$ cat config.mk
export PLATFORM = sky130hd
export DESIGN_NAME = reg_file_mp_flat
export DESIGN_NICKNAME = d
export VERILOG_FILES = /design/src/rtl/reg_file_pkg.sv /design/src/rtl/reg_file_mp_if.sv /design/src/rtl/reg_file_mp_scoreboard.sv /design/src/rtl/reg_file_mp.sv /design/src/flat_wrapper.sv
export SDC_FILE = /design/constraint.sdc
export NUM_CORES = 2
export LEC_CHECK = 0
export CAP_MARGIN = 10
export CELL_PAD_IN_SITES_DETAIL_PLACEMENT = 1
export CELL_PAD_IN_SITES_GLOBAL_PLACEMENT = 1
export CORE_ASPECT_RATIO = 0.75
export CORE_MARGIN = 5
export CORE_UTILIZATION = 45
export CTS_CLUSTER_DIAMETER = 80
export DETAILED_ROUTE_END_ITERATION = 16
export PLACE_DENSITY = 0.7
export SLEW_MARGIN = 20
export SYNTH_ARGS = -nofsm -noshare
export SYNTH_HDL_FRONTEND = slang
export SYNTH_HIERARCHICAL = 1
export SYNTH_SLANG_ARGS = --single-unit
export TNS_END_PERCENT = 1
$ cat constraint.sdc
create_clock -name clk -period 4.1 [get_ports clk]
set_input_delay 0.82 -clock clk [delete_from_list [all_inputs] [get_ports clk]]
set_output_delay 0.82 -clock clk [all_outputs]
set_load 0.01 [all_outputs]
$ cat src/rtl/reg_file_pkg.sv
// Shared defaults and write-port numbering for the multi-port register file.
package reg_file_pkg;
  localparam int DATA_W_DEF = 32;
  localparam int ADDR_W_DEF = 5;
  localparam int WP_ALU     = 0;
  localparam int WP_LOAD    = 1;
  localparam int NUM_WP     = 2;
endpackage

$ cat src/rtl/reg_file_mp_if.sv
// Register-file access bundle: two read ports, two write ports and the issue marker.
interface reg_file_mp_if
  import reg_file_pkg::*;
#(
  parameter int DATA_W = DATA_W_DEF,
  parameter int ADDR_W = ADDR_W_DEF
);
  logic [ADDR_W-1:0] RN1;
  logic [ADDR_W-1:0] RN2;
  logic [DATA_W-1:0] RD1;
  logic [DATA_W-1:0] RD2;
  logic              BUSY1;
  logic              BUSY2;
  logic              RegWrite0;
  logic [ADDR_W-1:0] WN0;
  logic [DATA_W-1:0] WD0;
  logic              RegWrite1;
  logic [ADDR_W-1:0] WN1;
  logic [DATA_W-1:0] WD1;
  logic              Issue;
  logic [ADDR_W-1:0] IN;

  modport master (
    output RN1, RN2, RegWrite0, WN0, WD0, RegWrite1, WN1, WD1, Issue, IN,
    input  RD1, RD2, BUSY1, BUSY2
  );

  modport slave (
    input  RN1, RN2, RegWrite0, WN0, WD0, RegWrite1, WN1, WD1, Issue, IN,
    output RD1, RD2, BUSY1, BUSY2
  );
endinterface

$ cat src/rtl/reg_file_mp_scoreboard.sv
// Pending-write busy bits: issue sets, commit clears, issue beats a same-cycle commit.
// One-cycle update, registered output; never stalls.
module reg_scoreboard #(
  parameter int ADDR_W   = 5,
  parameter int ZERO_REG = 1
) (
  input  logic                   clk,
  input  logic                   rst,
  input  logic                   issue,
  input  logic [ADDR_W-1:0]      issue_idx,
  input  logic [1:0]             clr_vld,
  input  logic [1:0][ADDR_W-1:0] clr_idx,
  output logic [2**ADDR_W-1:0]   busy
);
  logic [2**ADDR_W-1:0] busy_nxt;

  always_comb begin
    busy_nxt = busy;
    for (int p = 0; p < 2; p++) begin
      if (clr_vld[p]) busy_nxt[clr_idx[p]] = 1'b0;
    end
    // New producer takes the register even if the old one retires this cycle.
    if (issue) busy_nxt[issue_idx] = 1'b1;
    if (ZERO_REG != 0) busy_nxt[0] = 1'b0;
  end

  always_ff @(posedge clk) begin
    if (rst) busy <= '0;
    else     busy <= busy_nxt;
  end
endmodule

$ cat src/rtl/reg_file_mp.sv
// Two-read/two-write register file with busy scoreboard; reads combinational, writes land at the edge.
// REG_FILE_MP_BYPASS_EN forwards same-cycle write data to the read ports; no backpressure.
module reg_file_mp
  import reg_file_pkg::*;
#(
  parameter int DATA_W   = DATA_W_DEF,
  parameter int ADDR_W   = ADDR_W_DEF,
  parameter int ZERO_REG = 1
) (
  input  logic          clk,
  input  logic          rst,
  reg_file_mp_if.slave  rf
);
  localparam int NREG = 2**ADDR_W;

  logic [DATA_W-1:0]            regs [NREG];
  logic [NUM_WP-1:0]            wr_en;
  logic [NUM_WP-1:0]            wr_ok;
  logic [NUM_WP-1:0][ADDR_W-1:0] wr_idx;
  logic [NUM_WP-1:0][DATA_W-1:0] wr_dat;
  logic [1:0][ADDR_W-1:0]       rd_idx;
  logic [1:0][DATA_W-1:0]       rd_dat;
  logic [NREG-1:0]              busy;

  assign wr_en[WP_ALU]   = rf.RegWrite0;
  assign wr_idx[WP_ALU]  = rf.WN0;
  assign wr_dat[WP_ALU]  = rf.WD0;
  assign wr_en[WP_LOAD]  = rf.RegWrite1;
  assign wr_idx[WP_LOAD] = rf.WN1;
  assign wr_dat[WP_LOAD] = rf.WD1;

  always_comb begin
    for (int p = 0; p < NUM_WP; p++) begin
      wr_ok[p] = wr_en[p] && !((ZERO_REG != 0) && (wr_idx[p] == '0));
    end
  end

  // Port order in the loop gives the load port the last word on a collision.
  always_ff @(posedge clk) begin
    if (rst) begin
      for (int i = 0; i < NREG; i++) regs[i] <= '0;
    end else begin
      for (int p = 0; p < NUM_WP; p++) begin
        if (wr_ok[p]) regs[wr_idx[p]] <= wr_dat[p];
      end
    end
  end

  assign rd_idx[0] = rf.RN1;
  assign rd_idx[1] = rf.RN2;

  always_comb begin
    rd_dat = '0;
    for (int r = 0; r < 2; r++) begin
      rd_dat[r] = regs[rd_idx[r]];
`ifdef REG_FILE_MP_BYPASS_EN
      if (!rst) begin
        for (int p = 0; p < NUM_WP; p++) begin
          if (wr_ok[p] && (wr_idx[p] == rd_idx[r])) rd_dat[r] = wr_dat[p];
        end
      end
`endif
      if ((ZERO_REG != 0) && (rd_idx[r] == '0)) rd_dat[r] = '0;
    end
  end

  assign rf.RD1   = rd_dat[0];
  assign rf.RD2   = rd_dat[1];
  assign rf.BUSY1 = busy[rf.RN1];
  assign rf.BUSY2 = busy[rf.RN2];

  reg_scoreboard #(
    .ADDR_W   (ADDR_W),
    .ZERO_REG (ZERO_REG)
  ) u_sb (
    .clk       (clk),
    .rst       (rst),
    .issue     (rf.Issue),
    .issue_idx (rf.IN),
    .clr_vld   (wr_en),
    .clr_idx   (wr_idx),
    .busy      (busy)
  );
endmodule

$ cat src/flat_wrapper.sv
// flat-port wrapper written by rule: the top's interface ports become plain ports
module reg_file_mp_flat import reg_file_pkg::*;
#(
  parameter int DATA_W   = DATA_W_DEF,
  parameter int ADDR_W   = ADDR_W_DEF,
  parameter int ZERO_REG = 1
)
  (clk, rst, rf_RN1, rf_RN2, rf_RegWrite0, rf_WN0, rf_WD0, rf_RegWrite1, rf_WN1, rf_WD1, rf_Issue, rf_IN, rf_RD1, rf_RD2, rf_BUSY1, rf_BUSY2);
  reg_file_mp_if #(.DATA_W(DATA_W), .ADDR_W(ADDR_W)) rf_i ();
  input  logic clk;
  input  logic rst;
  input wire logic [$bits(rf_i.RN1)-1:0] rf_RN1;
  input wire logic [$bits(rf_i.RN2)-1:0] rf_RN2;
  input wire logic [$bits(rf_i.RegWrite0)-1:0] rf_RegWrite0;
  input wire logic [$bits(rf_i.WN0)-1:0] rf_WN0;
  input wire logic [$bits(rf_i.WD0)-1:0] rf_WD0;
  input wire logic [$bits(rf_i.RegWrite1)-1:0] rf_RegWrite1;
  input wire logic [$bits(rf_i.WN1)-1:0] rf_WN1;
  input wire logic [$bits(rf_i.WD1)-1:0] rf_WD1;
  input wire logic [$bits(rf_i.Issue)-1:0] rf_Issue;
  input wire logic [$bits(rf_i.IN)-1:0] rf_IN;
  output wire logic [$bits(rf_i.RD1)-1:0] rf_RD1;
  output wire logic [$bits(rf_i.RD2)-1:0] rf_RD2;
  output wire logic [$bits(rf_i.BUSY1)-1:0] rf_BUSY1;
  output wire logic [$bits(rf_i.BUSY2)-1:0] rf_BUSY2;
  assign rf_i.RN1 = rf_RN1;
  assign rf_i.RN2 = rf_RN2;
  assign rf_i.RegWrite0 = rf_RegWrite0;
  assign rf_i.WN0 = rf_WN0;
  assign rf_i.WD0 = rf_WD0;
  assign rf_i.RegWrite1 = rf_RegWrite1;
  assign rf_i.WN1 = rf_WN1;
  assign rf_i.WD1 = rf_WD1;
  assign rf_i.Issue = rf_Issue;
  assign rf_i.IN = rf_IN;
  assign rf_RD1 = rf_i.RD1;
  assign rf_RD2 = rf_i.RD2;
  assign rf_BUSY1 = rf_i.BUSY1;
  assign rf_BUSY2 = rf_i.BUSY2;
  reg_file_mp #(.DATA_W(DATA_W), .ADDR_W(ADDR_W), .ZERO_REG(ZERO_REG)) u_core (.clk(clk), .rst(rst), .rf(rf_i));
endmodule
; After elaboration in Yosys (flattened, before gate mapping)
; Memories as Yosys holds them, arrays and structs flattened.
; Cells that the tools add are included.
[word_totals]
ramBits = 1024
reg_bits = 32
elab_cells = 58
output_inout_bits = 66
mem_count = 1
[mem_list]
columns = memory, depth, width, rd, rd_clocked_by_memory_dff, write_ports, line_no
row1 = u_core.regs, 32, 32, 2, 0, 32, reg_file_mp.sv:16  ; logic [DATA_W-1:0] regs [NREG];
[classes]
order_cmp = 8
bitwise = 5
reduce_logical = 13
n_mux = 29
[op_table]
columns = cell, n
row1 = $mux W32, 7
row2 = $and A32 B32 Y32, 2
row3 = $not A32 Y32, 2
row4 = $reduce_or A32 Y1, 2
row5 = $or A32 B32 Y32, 1
row6 = $lt A5 B6 Y1 const B, 5
row7 = $logic_not A5 Y1, 4
row8 = $demux W1 S5, 3
row9 = $ge A5 B1 Y1 const B, 3
row10 = $mux W1, 15
row11 = $bmux W1 S5, 2
row12 = $mux W5, 2
row13 = $logic_and A1 B1 Y1, 5
row14 = $logic_not A1 Y1, 2

; Logic depth before layout (Yosys ltp)
[depth]
ltp_word = 11
ltp_mapped = 8

; Modules after synthesis
; Netlist, hierarchy kept.
[modules_own_cells]
columns = module, instances, cells_per_inst, area_each_um2
row1 = reg_file_mp, 1, 3927, 58875.2
row2 = reg_scoreboard, 1, 179, 1546.5

; Worst setup path after synthesis
; Ideal clock, no wire load.
[synth_timing]
path_type = input -> output
from = input port rf_RN2[1]
to = output port rf_BUSY2
required_ns = 3.280
arrival_ns = 2.470
cell_stages = 6
setup_slack_ns = 0.810
cell_sequence = buf_2 > buf_4 > buf_2 > mux4_2 > mux4_2 > mux2_2
[synth_via]
elab_chain_cells = 2
[synth_lines]
columns = element, line_no
row1 = from (decl), flat_wrapper.sv:13  ; input wire logic [$bits(rf_i.RN2)-1:0] rf_RN2;
row2 = $bmux W1 S5, reg_file_mp.sv:70  ; assign rf.BUSY2 = busy[rf.RN2];
row3 = $mux W1 (not written as such), reg_file_mp.sv:70
row4 = to (decl), flat_wrapper.sv:25  ; output wire logic [$bits(rf_i.BUSY2)-1:0] rf_BUSY2;
; No other way between the ends. The select of a mux whose other input is x is not followed.

; Worst setup path after layout
[layout_timing]
from = input port rf_RN1[1]
to = output port rf_RD1[21]
[layout_via]
elab_chain_cells = 2
[layout_lines]
columns = element, line_no
row1 = from (decl), flat_wrapper.sv:12  ; input wire logic [$bits(rf_i.RN1)-1:0] rf_RN1;
row2 = $mem_v2 Z32 W32 / $logic_not A5 Y1 (equally long branches), n/a
row3 = $mux W32 *, reg_file_mp.sv:63  ; if ((ZERO_REG != 0) && (rd_idx[r] == '0)) rd_dat[r] = '0;
row4 = to (decl), flat_wrapper.sv:22  ; output wire logic [$bits(rf_i.RD1)-1:0] rf_RD1;
; Every way passes the cells marked *; elsewhere a longest branch is shown, timed or not.

==> out/qor.txt <==
Vias: 49300
Post-route cell area: 0.0716 sq mm
Worst path cell trace: buf_8 -> nor2b_4 -> buf_4 -> buf_12 -> a221oi_2 -> o21ai_1 -> buf_4 -> a311oi_2 -> buf_4 -> clkdlybuf4s50_1
Hold-fix buffers at CTS: 0
Largest area contributor in the synthesized netlist: edfxtp_1
Initial antenna violation count: 8
Util after Layout: 53.7%
CTS max path bufs: 3
Most frequent cell after synthesis: edfxtp_1
Clock latency on the worst-skew pair: 0.76 ns
Setup bufs post-CTS: 0
Yosys reg bits: 1055
Peak VDD IR: 0.340 mV
Pin count of the biggest net entering global routing: 51
Post-synthesis sequential area ratio: 51.9%
Setup violations, final: 16
Top cell by count, worst path: buf_4
Number of remaining DRC errors: 0
Core Region: 0.133 sq mm
Failing checks: setup timing
CTS buffer count: 112
Tcrit/Tclk final: 104%
Crit path arrival time: 3.43 ns
I/O pin cnt: 160
DP Area: 0.0678 sq mm
Mapped Cells: 4106
Post-synth top cells: 1024 x edfxtp_1, 992 x a22o_1, 468 x mux4_2, 373 x clkbuf_1, 238 x buf_2
Vias in the first global route: 49200
P_leak: 0.0243 uW
Avg WL per Cell: 44.9 microns
Area contributors post-synth: edfxtp_1 51%, mux4_2 17%, a22o_1 14%
FP Rows: 116
CP max-delay cell: nor2b_4
EDFF count, synth: 1024
GRT overflow: 0
Post-Route WL: 280000 microns
Slew headroom: 38.6%
Worst Hold Class: flip-flop to flip-flop
H-tree levels: 3
Crit path max fanout: 10
Max-slew violation count: 0
Worst setup path class: primary input to output pin
RSZ-0062 raised after global routing: true
Min Tclk post-route: 4.25 ns
Final Skew: 0 ns
GRT Util Overall: 38.6%
Final Hold Violating Endpoints: 0
Initial Util: 45.3%
CTS tree: built
CTS Root Cell: clkbuf_16
First-pass iteration count of the detailed router: 6
YS warnings: 6
Via/cell ratio: 7.90
FMAX: 235 MHz
Multi-input gate area: 0.0270 sq mm
WP data required: 3.28 ns
Number of port buffers: 159
Post-Syn Area per Cell: 14.7 sq um
Die Width: 433 microns
Clk sink count: 1055
Nets: 4450
Detail Placement HPWL: 179000 microns
Met1 Use GR: 49.8%
Reg area: 0.0314 sq mm
Clk pin slew, worst setup/hold paths: 0.07 ns
Final GP Congestion: 0.943
Setup ws final: -0.148 ns
Worst stage delay on the critical path: 0.79 ns
CP Launch Type: primary input
Top FF cell, synth: edfxtp_1
Grt met2 use: 55.5%
Area delta synth->final: 18.6%
Filler cells: 12500
Synth cell types: 44
GR Util met3: 14.3%
Syn Std Cell Area: 0.0604 sq mm
Grt peak-use layer: met2
Status: finished, violations left
First-pass GRT wire length: 386000 microns
Die Ht: 327 microns
Drt first-iter violations: 8269
Final ANT Viol Nets: 0
Layout cells sized above 1: 32.9%
Tightest Pin Transition: 0.919 ns
PD cells: 385 mW/mm^2
CP Capture Type: output pin
Area share of the largest cell type after synthesis: 50.9%
Die ar.: 0.142 sq mm
Async set or reset register ratio after synthesis: 0%
Max_cap viols: 0
-- power by group --
group          leakage (uW)  switching (uW)  internal, uW  total [uW]
Sequential           0.0100             369         12500       12800
Combinational        0.0126            2510          1870        4380
Clock               0.00175            4650          5750       10400
Total                0.0243            7530         20100       27600
-- final timing paths --
check | cells after the start | slack [ns] | endpoint | from
setup / recovery | 10 | -0.15 | rf_RD1[21] | rf_RN1[1]
setup reg to reg | 2 | 3.21 | u_core/u_sb/busy[1]$_SDFF_PP0_ | u_core/u_sb/busy[1]$_SDFF_PP0_
hold reg to reg | 2 | 0.50 | u_core/u_sb/busy[18]$_SDFF_PP0_ | u_core/u_sb/busy[18]$_SDFF_PP0_
hold / removal | 2 | 0.50 | u_core/u_sb/busy[18]$_SDFF_PP0_ | u_core/u_sb/busy[18]$_SDFF_PP0_
-- cells in the final DEF, fill, tap and decap left out, types with 33 or more instances in the layout --
| master | count |
|---|---|
| a221oi_1 | 43 |
| mux2i_1 | 128 |
| nor2_1 | 36 |
| buf_12 | 109 |
| a22o_1 | 992 |
| mux2_2 | 66 |
| nand2_1 | 41 |
| o21ai_0 | 99 |
| conb_1 | 33 |
| clkdlybuf4s50_1 | 125 |
| clkbuf_16 | 112 |
| a311oi_1 | 38 |
| buf_4 | 458 |
| nor2b_1 | 67 |
| mux4_2 | 468 |
| edfxtp_1 | 1024 |
| a22oi_1 | 59 |
| a211oi_1 | 57 |
-- timing repair --
action	4_1_cts	5_1_grt
endpoints found under the setup margin	38	44
pin swaps	0	1
hold endpoints to repair	0	0
gates resized for setup	37	35
-- layout make-up --
type	instances	share of cell area, %
Multi-Input combinational cell	2423	37.8
Antenna cell	17	0.0594
Inverter	33	0.180
Timing Repair Buffer	731	10.1
Tap cell	1770	3.09
Clock buffer	129	4.00
Sequential cell	1055	43.8
Clock inverter	80	1.01
-- metrics by stage --
stage          setup slack (ns)  hold slack [ns]  setup TNS, ns  power [uW]  instances
2_1_floorplan             0.810            0.461              0       15100       4137
3_3_place_gp             -0.250            0.481          -2.62       17100       6012
3_5_place_dp             -0.341            0.484          -3.12       17200       6012
4_1_cts                 -0.0635            0.495         -0.167       27400       6221
5_1_grt                  -0.116            0.511         -0.885       28200       6226
6_report                 -0.148            0.498         -0.684       27600       6238
-- per-layer routing --
layer | wire (microns) | vias to the layer above
met1 | 99100 | 25500
met3 | 41500 | 1051
met5 | 18 | -
met4 | 20400 | 2
met2 | 119000 | 4710
li1 | - | 18000
-- cell families after synthesis --
logic type	share of synthesized area, %
mux	20.8
other cells	0.0124
compound gates	19.5
flops	51.9
buf+inv	4.64
simple gates	3.12
-- sequential cells by signal, summed over array words and instances (netlist names) --
signal	count
u_core/u_sb/busy	31
u_core/regs	1024
-- critical path, delay by kind of cell --
family	cells	cell delay, ns
AOI/OAI and AO/OA	3	0.36
and+or+nand+nor	1	0.79
buffers and inverters	6	1.42
(Power assumes the default switching activity.)
